===== src/rtl/axi4_aw_arbiter_if.sv =====
// Bus bundle for the AW arbiter: upstream AW requests, downstream AW port and W-route outputs.
// The arbiter uses the slave modport; the environment driving it uses master.
interface axi4_aw_arbiter_if #(
  parameter int NUM_REQ        = 4,
  parameter int AXI_ID_WIDTH   = 4,
  parameter int AXI_USER_WIDTH = 4
);
  localparam int AW_W  = AXI_ID_WIDTH + AXI_USER_WIDTH + 61;
  localparam int SEL_W = (NUM_REQ > 1) ? $clog2(NUM_REQ) : 1;

  logic [NUM_REQ-1:0]      s_axi4_awvalid;
  logic [NUM_REQ-1:0]      s_axi4_awready;
  logic [NUM_REQ*AW_W-1:0] s_axi4_aw_data;
  logic                    m_axi4_awvalid;
  logic                    m_axi4_awready;
  logic [AW_W-1:0]         m_axi4_aw_data;
  logic [SEL_W-1:0]        w_sel;
  logic                    w_sel_valid;
  logic                    w_sel_pop;

  modport slave (
    input  s_axi4_awvalid, s_axi4_aw_data, m_axi4_awready, w_sel_pop,
    output s_axi4_awready, m_axi4_awvalid, m_axi4_aw_data, w_sel, w_sel_valid
  );

  modport master (
    output s_axi4_awvalid, s_axi4_aw_data, m_axi4_awready, w_sel_pop,
    input  s_axi4_awready, m_axi4_awvalid, m_axi4_aw_data, w_sel, w_sel_valid
  );
endinterface


===== src/rtl/axi4_aw_arbiter.sv =====
// Round-robin AW arbiter with a one-entry output register and a route FIFO that
// records grant order for the W-channel mux.
module axi4_aw_arbiter #(
  parameter int NUM_REQ        = 4,
  parameter int AXI_ID_WIDTH   = 4,
  parameter int AXI_USER_WIDTH = 4,
  parameter int FIFO_DEPTH     = 8
) (
  input logic            axi4_aclk,
  input logic            axi4_arst,
  axi4_aw_arbiter_if.slave bus
);
  // state    | meaning
  // ST_EMPTY | output register holds nothing, m_axi4_awvalid low
  // ST_FULL  | output register holds a beat awaiting downstream accept
  localparam int AW_W  = AXI_ID_WIDTH + AXI_USER_WIDTH + 61;
  localparam int SEL_W = (NUM_REQ > 1) ? $clog2(NUM_REQ) : 1;
  localparam int PTR_W = $clog2(FIFO_DEPTH);

  localparam logic [SEL_W-1:0] LAST_REQ     = SEL_W'(NUM_REQ - 1);
  localparam logic [SEL_W:0]   REQ_CNT      = (SEL_W + 1)'(NUM_REQ);
  localparam logic [PTR_W:0]   FIFO_FULL_CNT = (PTR_W + 1)'(FIFO_DEPTH);

  typedef enum logic {ST_EMPTY, ST_FULL} state_t;

  state_t            state, state_nxt;
  logic [AW_W-1:0]   beats [NUM_REQ];
  logic [AW_W-1:0]   out_data;
  logic [SEL_W-1:0]  ptr;
  logic [SEL_W-1:0]  winner;
  logic [SEL_W:0]    scan_idx;
  logic              any_valid;
  logic              can_accept;
  logic              grant;

  logic [SEL_W-1:0]  route_mem [FIFO_DEPTH];
  logic [PTR_W-1:0]  wr_ptr, rd_ptr;
  logic [PTR_W:0]    count;
  logic              fifo_full;
  logic              fifo_pop;

  for (genvar i = 0; i < NUM_REQ; i++) begin : g_unpack
    assign beats[i] = bus.s_axi4_aw_data[i*AW_W +: AW_W];
  end

  // Search starts at ptr and wraps; the first valid requester found wins.
  always_comb begin
    winner    = '0;
    any_valid = 1'b0;
    scan_idx  = '0;
    for (int k = 0; k < NUM_REQ; k++) begin
      scan_idx = {1'b0, ptr} + (SEL_W + 1)'(k);
      if (scan_idx >= REQ_CNT) scan_idx = scan_idx - REQ_CNT;
      if (!any_valid && bus.s_axi4_awvalid[scan_idx[SEL_W-1:0]]) begin
        any_valid = 1'b1;
        winner    = scan_idx[SEL_W-1:0];
      end
    end
  end

  // A same-cycle pop does not free a slot; full blocks acceptance regardless.
  assign fifo_full  = (count == FIFO_FULL_CNT);
  assign can_accept = ((state == ST_EMPTY) || bus.m_axi4_awready) && !fifo_full && !axi4_arst;
  assign grant      = any_valid && can_accept;

  always_comb begin
    bus.s_axi4_awready = '0;
    if (grant) bus.s_axi4_awready[winner] = 1'b1;
  end

  always_ff @(posedge axi4_aclk) begin
    if (axi4_arst) state <= ST_EMPTY;
    else           state <= state_nxt;
  end

  always_comb begin
    state_nxt = state;
    case (state)
      ST_EMPTY: if (grant) state_nxt = ST_FULL;
      ST_FULL: begin
        if (grant)                   state_nxt = ST_FULL;
        else if (bus.m_axi4_awready) state_nxt = ST_EMPTY;
      end
      default: state_nxt = ST_EMPTY;
    endcase
  end

  always_ff @(posedge axi4_aclk) begin
    if (axi4_arst) begin
      out_data <= '0;
      ptr      <= '0;
    end else if (grant) begin
      out_data <= beats[winner];
      ptr      <= (winner == LAST_REQ) ? '0 : winner + 1'b1;
    end
  end

  assign bus.m_axi4_awvalid = (state == ST_FULL);
  assign bus.m_axi4_aw_data = out_data;

  assign fifo_pop = bus.w_sel_pop && (count != '0);

  always_ff @(posedge axi4_aclk) begin
    if (grant) route_mem[wr_ptr] <= winner;
  end

  always_ff @(posedge axi4_aclk) begin
    if (axi4_arst) begin
      wr_ptr <= '0;
      rd_ptr <= '0;
      count  <= '0;
    end else begin
      if (grant)    wr_ptr <= wr_ptr + 1'b1;
      if (fifo_pop) rd_ptr <= rd_ptr + 1'b1;
      case ({grant, fifo_pop})
        2'b10:   count <= count + 1'b1;
        2'b01:   count <= count - 1'b1;
        default: count <= count;
      endcase
    end
  end

  assign bus.w_sel_valid = (count != '0);
  assign bus.w_sel       = bus.w_sel_valid ? route_mem[rd_ptr] : '0;
endmodule


===== src/flat_wrapper.sv =====
// flat-port wrapper written by rule: the top's interface ports become plain ports
module axi4_aw_arbiter_flat 
#(
  parameter int NUM_REQ        = 4,
  parameter int AXI_ID_WIDTH   = 4,
  parameter int AXI_USER_WIDTH = 4,
  parameter int FIFO_DEPTH     = 8
)
  (axi4_aclk, axi4_arst, bus_s_axi4_awvalid, bus_s_axi4_aw_data, bus_m_axi4_awready, bus_w_sel_pop, bus_s_axi4_awready, bus_m_axi4_awvalid, bus_m_axi4_aw_data, bus_w_sel, bus_w_sel_valid);
  axi4_aw_arbiter_if #(.NUM_REQ(NUM_REQ), .AXI_ID_WIDTH(AXI_ID_WIDTH), .AXI_USER_WIDTH(AXI_USER_WIDTH)) bus_i ();
  input logic axi4_aclk;
  input logic axi4_arst;
  input wire logic [$bits(bus_i.s_axi4_awvalid)-1:0] bus_s_axi4_awvalid;
  input wire logic [$bits(bus_i.s_axi4_aw_data)-1:0] bus_s_axi4_aw_data;
  input wire logic [$bits(bus_i.m_axi4_awready)-1:0] bus_m_axi4_awready;
  input wire logic [$bits(bus_i.w_sel_pop)-1:0] bus_w_sel_pop;
  output wire logic [$bits(bus_i.s_axi4_awready)-1:0] bus_s_axi4_awready;
  output wire logic [$bits(bus_i.m_axi4_awvalid)-1:0] bus_m_axi4_awvalid;
  output wire logic [$bits(bus_i.m_axi4_aw_data)-1:0] bus_m_axi4_aw_data;
  output wire logic [$bits(bus_i.w_sel)-1:0] bus_w_sel;
  output wire logic [$bits(bus_i.w_sel_valid)-1:0] bus_w_sel_valid;
  assign bus_i.s_axi4_awvalid = bus_s_axi4_awvalid;
  assign bus_i.s_axi4_aw_data = bus_s_axi4_aw_data;
  assign bus_i.m_axi4_awready = bus_m_axi4_awready;
  assign bus_i.w_sel_pop = bus_w_sel_pop;
  assign bus_s_axi4_awready = bus_i.s_axi4_awready;
  assign bus_m_axi4_awvalid = bus_i.m_axi4_awvalid;
  assign bus_m_axi4_aw_data = bus_i.m_axi4_aw_data;
  assign bus_w_sel = bus_i.w_sel;
  assign bus_w_sel_valid = bus_i.w_sel_valid;
  axi4_aw_arbiter #(.NUM_REQ(NUM_REQ), .AXI_ID_WIDTH(AXI_ID_WIDTH), .AXI_USER_WIDTH(AXI_USER_WIDTH), .FIFO_DEPTH(FIFO_DEPTH)) u_core (.axi4_aclk(axi4_aclk), .axi4_arst(axi4_arst), .bus(bus_i));
endmodule

===== config.mk =====
export PLATFORM = sky130hd
export DESIGN_NAME = axi4_aw_arbiter_flat
export DESIGN_NICKNAME = d
export VERILOG_FILES = /design/src/rtl/axi4_aw_arbiter_if.sv /design/src/rtl/axi4_aw_arbiter.sv /design/src/flat_wrapper.sv
export SDC_FILE = /design/constraint.sdc
export NUM_CORES = 1
export LEC_CHECK = 0
export BUFFER_PORTS_ARGS = -buffer_cell sky130_fd_sc_hd__buf_2
export CAP_MARGIN = 20
export CORE_AREA = 2 2 140 142
export CTS_CLUSTER_SIZE = 14
export DETAILED_ROUTE_END_ITERATION = 8
export DIE_AREA = 0 0 142 144
export GPL_TIMING_DRIVEN = 0
export PLACE_DENSITY = 0.62
export SYNTH_ARGS = -nofsm -noshare
export SYNTH_HDL_FRONTEND = slang
export SYNTH_SLANG_ARGS = --single-unit
export TNS_END_PERCENT = 10

===== constraint.sdc =====
create_clock -name axi4_aclk -period 2.95 [get_ports axi4_aclk]
set_input_delay 0.7375 -clock axi4_aclk [delete_from_list [all_inputs] [get_ports axi4_aclk]]
set_output_delay 0.7375 -clock axi4_aclk [all_outputs]
set_load 0.03 [all_outputs]

=== Word-level counts from Yosys, hierarchy flattened ===
Memory sizes are Yosys's and may differ from the RTL's. A register that Yosys moved wholly into a read port is not among the register bits.
Index checks and enable logic that the tools add are counted.

* Add/sub/neg operators: 12
* $mul: 0
* Div/mod/pow operators: 0
* $lt $le $gt $ge: 11
* Equality and inequality tests: 4
* Shift operators: 0
* Multiplexer cells: 36
* Bitwise operators: 2
* Reduce and logical (&&, ||, !) cells: 16

{| class="wikitable"
|+ Operators by type and width
! kind !! count
|-
| binary-select mux 69 bit (select 2 bit) || 1
|-
| two-way mux 69 bit || 2
|-
| two-way mux 2 bit || 10
|-
| less-than comparator 2 x 3 -> 1 bit, second input constant || 5
|-
| two-way mux 1 bit || 13
|-
| >= comparator 3 bit, second input constant || 4
|-
| binary-select mux 1 bit (select 2 bit) || 4
|-
| logical AND 1 bit || 8
|-
| case mux 4 bit (2 select lines) || 1
|-
| subtractor 2 x 1 -> 2 bit, second input constant || 4
|-
| adder 2 x 2 -> 3 bit, second input constant || 2
|-
| adder 3 x 1 -> 3 bit, second input constant || 2
|-
| two-way mux 3 bit || 2
|-
| logical NOT 1 bit || 5
|-
| adder 4 x 1 -> 4 bit, second input constant || 1
|-
| == test 2 bit, second input constant || 2
|-
| == test 4 bit, second input constant || 1
|-
| two-way mux 4 bit || 1
|-
| nonzero test 4 bit || 1
|-
| subtractor 4 x 1 -> 4 bit, second input constant || 1
|-
| adder 2 x 1 -> 3 bit, second input constant || 1
|-
| >= comparator 2 x 3 -> 1 bit, second input constant || 1
|-
| inverter 2 -> 3 bit || 1
|-
| adder 2 x 1 -> 2 bit, second input constant || 1
|-
| 7 further kinds || 7
|}

* Flip-flop bits (word level): 82
* Latch bits: 0
* Bits in writable memories: 16
* Memory bits (read-only): 0
* Bits of input ports: 284
* Output and inout port bits: 77
* Word-level logic and storage cells: 88
* Memories: 1

{| class="wikitable"
|+ Memory list
! memory !! words !! bits a word !! read ports !! clocked after memory_dff !! write ports !! line !! text
|-
| u_core.route_mem || 8 || 2 || 1 || 1 || 1 || axi4_aw_arbiter.sv:36 || <nowiki>logic [SEL_W-1:0] route_mem [FIFO_DEPTH];</nowiki>
|}

=== Longest topological paths before layout ===
* Depth after elaboration: 19
* Mapped depth: 12
* Gate-level depth less buffers: 10

=== Worst setup path before layout ===
No wires, ideal clock.

* Path kind: input to register
* Start point: in bus_m_axi4_awready
* End point: reg u_core.count[2]
* Library setup time: 0.071 ns
* Arrival: 2.761 ns
* Data required time: 2.879 ns
* Setup slack: 0.118 ns
* Cell stages on the path: 11
* Buffers on the path: 1
* Cells stage by stage: nor2b_1 > a2111oi_4 > buf_2 > inv_1 > ha_1 > xor2_1 > ha_1 > a21oi_1 > xor2_1 > or3_1 > a21oi_1

* Word-level cells in the longest chain between the ends: 6
* Elaborated cells on any way between the ends: 8
* Classes of those cells: 2 x eq/ne; 1 x mux; 5 x reduce/logical

{| class="wikitable"
|+ Ends and longest elaborated chain
! item !! line !! text
|-
| start, declared || flat_wrapper.sv:15 || <nowiki>input wire logic [$bits(bus_i.m_axi4_awready)-1:0] bus_m_axi4_awready;</nowiki>
|-
| logical OR 1 bit (*) || axi4_aw_arbiter.sv:63 || <nowiki>assign can_accept = ((state == ST_EMPTY) || bus.m_axi4_awready) && !fifo_full && !axi4_arst;</nowiki>
|-
| logical AND 1 bit (*) (2 in series) || axi4_aw_arbiter.sv:63 ||
|-
| logical AND 1 bit (*) || axi4_aw_arbiter.sv:64 || <nowiki>assign grant = any_valid && can_accept;</nowiki>
|-
| == test 2 x 1 -> 1 bit or == test 2 bit (tied branches) || axi4_aw_arbiter.sv:115 || <nowiki>case ({grant, fifo_pop})</nowiki>
|-
| case mux 4 bit (2 select lines) or nonzero test 2 bit (tied branches) || -- ||
|-
| end signal, assigned || axi4_aw_arbiter.sv:116 || <nowiki>2'b10: count <= count + 1'b1;</nowiki>
|-
| end signal, assigned || axi4_aw_arbiter.sv:117 || <nowiki>2'b01: count <= count - 1'b1;</nowiki>
|-
| end signal, assigned || axi4_aw_arbiter.sv:118 || <nowiki>default: count <= count;</nowiki>
|-
| end, declared || axi4_aw_arbiter.sv:38 || <nowiki>logic [PTR_W:0] count;</nowiki>
|}

Every way passes the cells marked *; elsewhere a longest branch is shown, timed or not.
A chain may end at the register's enable or synchronous reset.

=== Worst setup path after layout ===
* Start point: in bus_s_axi4_awvalid[0]
* End point: out bus_s_axi4_awready[3]

* Word-level cells in the longest chain between the ends: 17
* Elaborated cells on any way between the ends: 29
* Classes of those cells: 2 x order compare; 19 x mux; 8 x reduce/logical

{| class="wikitable"
|+ Ends and longest elaborated chain
! item !! line !! text
|-
| start, declared || flat_wrapper.sv:13 || <nowiki>input wire logic [$bits(bus_i.s_axi4_awvalid)-1:0] bus_s_axi4_awvalid;</nowiki>
|-
| binary-select mux 1 bit (select 2 bit) || axi4_aw_arbiter.sv:54 || <nowiki>if (!any_valid && bus.s_axi4_awvalid[scan_idx[SEL_W-1:0]]) begin</nowiki>
|-
| two-way mux 1 bit (implied by the code) || axi4_aw_arbiter.sv:54 ||
|-
| two-way mux 1 bit || axi4_aw_arbiter.sv:54 ||
|-
| logical NOT 1 bit || axi4_aw_arbiter.sv:54 ||
|-
| logical AND 1 bit || axi4_aw_arbiter.sv:54 ||
|-
| two-way mux 1 bit || axi4_aw_arbiter.sv:54 ||
|-
| logical NOT 1 bit || axi4_aw_arbiter.sv:54 ||
|-
| logical AND 1 bit || axi4_aw_arbiter.sv:54 ||
|-
| (+2 left out) || -- ||
|-
| logical AND 1 bit || axi4_aw_arbiter.sv:54 ||
|-
| two-way mux 2 bit (*) || axi4_aw_arbiter.sv:54 ||
|-
| via u_core.winner[1] || axi4_aw_arbiter.sv:30 || <nowiki>logic [SEL_W-1:0] winner;</nowiki>
|-
| less-than comparator 2 x 3 -> 1 bit (implied by the code) or >= comparator 2 x 1 -> 1 bit (tied branches) || axi4_aw_arbiter.sv:68 || <nowiki>if (grant) bus.s_axi4_awready[winner] = 1'b1;</nowiki>
|-
| logical AND 1 bit (implied by the code) || axi4_aw_arbiter.sv:68 ||
|-
| two-way mux 1 bit (implied by the code) || axi4_aw_arbiter.sv:68 ||
|-
| demux 1 bit (select 2 bit) (*) || -- ||
|-
| two-way mux 4 bit (*) || axi4_aw_arbiter.sv:68 ||
|-
| end, declared || flat_wrapper.sv:17 || <nowiki>output wire logic [$bits(bus_i.s_axi4_awready)-1:0] bus_s_axi4_awready;</nowiki>
|}

Mark *: on every way through the listed nets, which the timed path passes. The rest lies on a longest branch. The select of a mux whose other input is x is not followed.

==> out/metrics.csv <==
stage;metric;value;unit
route;num_vias;5438;
yosys;synth_warnings;0;
cts;ctsHoldBuffers;0;
grt;met3_usage;0.0464;
power_and_ir_drop;p_sw_frac;0.430;
cts;clk_pin_slew;0.07;ns
timing;fin_worst_skew;0.00695;ns
die;initial_core_util;0.299;
power_and_ir_drop;ir_worst_vdd;0.371;mV
power_and_ir_drop;p_clk_frac;0.178;
layout;final_common_cell;buf_2;
yosys;async_reset_ff_frac;0;
die;core;19100;sq um
worst_setup_path;endpoint_kind;primary output;
yosys;syn-num-nets;820;
layout;layout_common_cells;364 x buf_2, 142 x mux2i_1, 84 x dfxtp_1;
cts;cts_buffers;9;
grt;grt_pass1_wl;28900;microns
yosys;syn_area_per_cell;10.8;sq um
min_path;hp-class;reg -> reg;
timing;slew_viol_final;0;
route;wirelength;19800;microns
yosys;synth_top_family_by_area;multiplexers;
die;die_y;144;microns
die;io_pins;361;
worst_setup_path;r2r_end;u_core.count[2];
power_and_ir_drop;combPwrFrac;0.525;
timing;tns;0;ns
layout;drive_gt1_frac;0.474;
grt;top_usage_layer;met2;
timing;finalCritPeriodShare;0.973;
power_and_ir_drop;power;7.00;mW
placed_design;gp_congestion;0.873;
yosys;synth_area;5700;sq um
route;detail-route-antenna-nets;0;
timing;relSlewSlack;0.452;
layout;syn2layout_area_growth;42.9;%
grt;antenna_found_initial;0;
grt;grt.met2_usage;0.322;
worst_setup_path;r2r_start;u_core.count[0];
layout;nets;1193;
min_path;holdPathStages;2;
layout;antennaDiodeCount;0;
cts;cts_max_level;3;
yosys;synth_cell_type_count;48;
worst_setup_path;cp-start-kind;input pin;
timing;tightest_slew;0.819;ns
yosys;synth_seq_area_share;0.383;
grt;use_met1;0.233;
yosys;synth-seq-cells;101;
yosys;synth-simple-area-share;0.102;
worst_setup_path;rr_worst_depth;11;
worst_setup_path;cp_data_arrival_time;2.13;ns
worst_setup_path;crit_fanout;10;
route;dr.pass1.iters;4;
job;max_cap_viol_count;0;
die;fp-row-count;51;
route;avgViaCountPerCell;4.76;
min_path;min_from;u_core.bus.m_axi4_aw_data[61];
yosys;synth_compound_area_frac;0.145;
timing;hold_violations;0;
worst_setup_path;path_class;in -> out;
status;status;completed;
yosys;synth_edf_count;16;
worst_setup_path;startpoint;bus_s_axi4_awvalid[0];
route;first_iter_violations;169;
power_and_ir_drop;p_leak;4.21;nW
grt;grt_max_degree;19;
die;die_w;142;microns
cts;clockBufferDepth;2;
power_and_ir_drop;pwr-share-seq;0.298;
power_and_ir_drop;cell_internal_pwr;3.99;mW
worst_setup_path;cp.required;2.21;ns
route;drcViolationCount;0;
grt;first_global_vias;5310;
die;fp.dieArea;20400;sq um
placed_design;numPortBuffers;360;
worst_setup_path;rrSetupSlack;0.24;ns
grt;grt_overflow;0;
yosys;synth.area.mux_share;0.267;
min_path;worstHoldEndpoint;u_core.bus.m_axi4_aw_data[61];
timing;final-setup-viol-count;0;
timing;max_freq;349;MHz
cts;numClockSinks;101;
timing;layout_min_cycle_time;2.87;ns
grt;grtUsageTotal;0.187;
placed_design;place_hpwl;15800;microns
cts;cts_tree;done;
yosys;ys.flop_type;dfxtp_1;
power_and_ir_drop;pwr_density_cell;859;nW/um^2
yosys;synth_cells;527;
yosys;synthAdderAreaFrac;0.0197;
yosys;yosys.area_share.xor_xnor;0.0108;
route;wl_per_cell;17.3;microns
cts;clockRootBuffer;clkbuf_16;
cts;clk_latency;0.35;ns
power_and_ir_drop;p_switching;3.01;mW
[per-stage QoR]
| step | hold slack [ns] | cells | instance area [sq um] | utilization | worst slack [ns] |
|---|---|---|---|---|---|
| 3_5_place_dp | 0.441 | 1125 | 7800 | 0.409 | -0.303 |
| 5_1_grt | 0.487 | 1143 | 8150 | 0.427 | -0.0117 |
| 4_1_cts | 0.460 | 1142 | 8130 | 0.426 | 0.0442 |
| 3_3_place_gp | 0.440 | 1125 | 7800 | 0.409 | -0.298 |
| 2_1_floorplan | 0.464 | 527 | 5700 | - | 0.118 |
| 6_report | 0.461 | 1143 | 8150 | 0.427 | 0.0806 |
[cells in the mapped netlist (all sizes together), types with 2 or more instances]
library cell,number,area [sq um]
a21oi,9,45.0
and2,5,31.3
buf,24,327
clkbuf,17,67.6
dfxtp,85,1700
edfxtp,16,480
ha,9,113
inv,5,23.8
mux2i,142,1420
mux4,4,90.1
nand2,78,295
nand2b,8,52.6
nand3b,3,22.5
nor2,17,63.8
nor2b,2,12.5
nor3,4,25.0
nor4,2,18.8
o21ai,5,25.0
o221ai,69,667
xnor2,2,17.5
xor2,5,43.8
[worst max-delay path: stages]
cell and delay (ns):
buf_2 0.15, a21oi_1 0.09, o21a_1 0.21, o22ai_4 0.23, inv_2 0.17, ha_1 0.25
and2_1 0.13, buf_2 0.17
[area by class of cell]
| class | instances | area (sq um) |
|---|---|---|
| multi-input combinational | 380 | 3120 |
| buffer | 40 | 387 |
| timing repair buffer | 363 | 1830 |
| inverter | 5 | 23.8 |
| fill | 1921 | 10900 |
| clock inverter | 7 | 85.1 |
| tap | 238 | 298 |
| sequential | 101 | 2180 |
| clock buffer | 9 | 225 |
[registers in the layout, indices dropped and copies added (netlist names), named ones only]
register,cells
u_core.bus.m_axi4_aw_data,69
u_core.bus.m_axi4_awvalid,1
u_core.count,4
u_core.ptr,2
u_core.rd_ptr,3
u_core.route_mem,16
u_core.wr_ptr,3
[cells by family (layout without fill, tap and decap cells)]
kind of cell | count (synthesis) | count (layout)
XOR/XNOR | 7 | 7
AO/OA/AOI/OAI | 91 | 91
multiplexers | 147 | 147
adder cells (fa/ha/maj) | 9 | 9
flip-flops | 101 | 101
buffers and inverters | 46 | 424
AND/OR/NAND/NOR | 126 | 126
[timing repair]
item | in CTS | in global routing
resized for setup | 3 | 4
buffers inserted | 1 | 2
pin swaps | 1 | 2
hold endpoints to repair | 0 | 0
endpoints found under the setup margin | 3 | 5
[layer usage]
layer / wire (microns) / share of wire
met1: 8440 / 0.43
met2: 9980 / 0.50
met3: 1040 / 0.052
met4: 359 / 0.018
met5: 0 / 0
[power groups by stage]
stage / combinational, mW / sequential (mW) / clock [mW]
CTS: 3.70 / 2.07 / 1.29
detailed placement: 3.68 / 2.09 / 0
floorplan: 1.95 / 2.72 / 0
finish: 3.67 / 2.08 / 1.24
global route: 3.96 / 2.14 / 1.34
global placement: 3.67 / 2.09 / 0
[worst max path at each step]
stage,end,cells past startpoint
3_3_place_gp,u_core.count[2],12
2_1_floorplan,u_core.count[2],11
5_1_grt,bus_s_axi4_awready[3],8
4_1_cts,bus_s_axi4_awready[2],9
3_5_place_dp,u_core.count[2],12
6_report,bus_s_axi4_awready[3],8
Power figures use the tool's default switching activity.
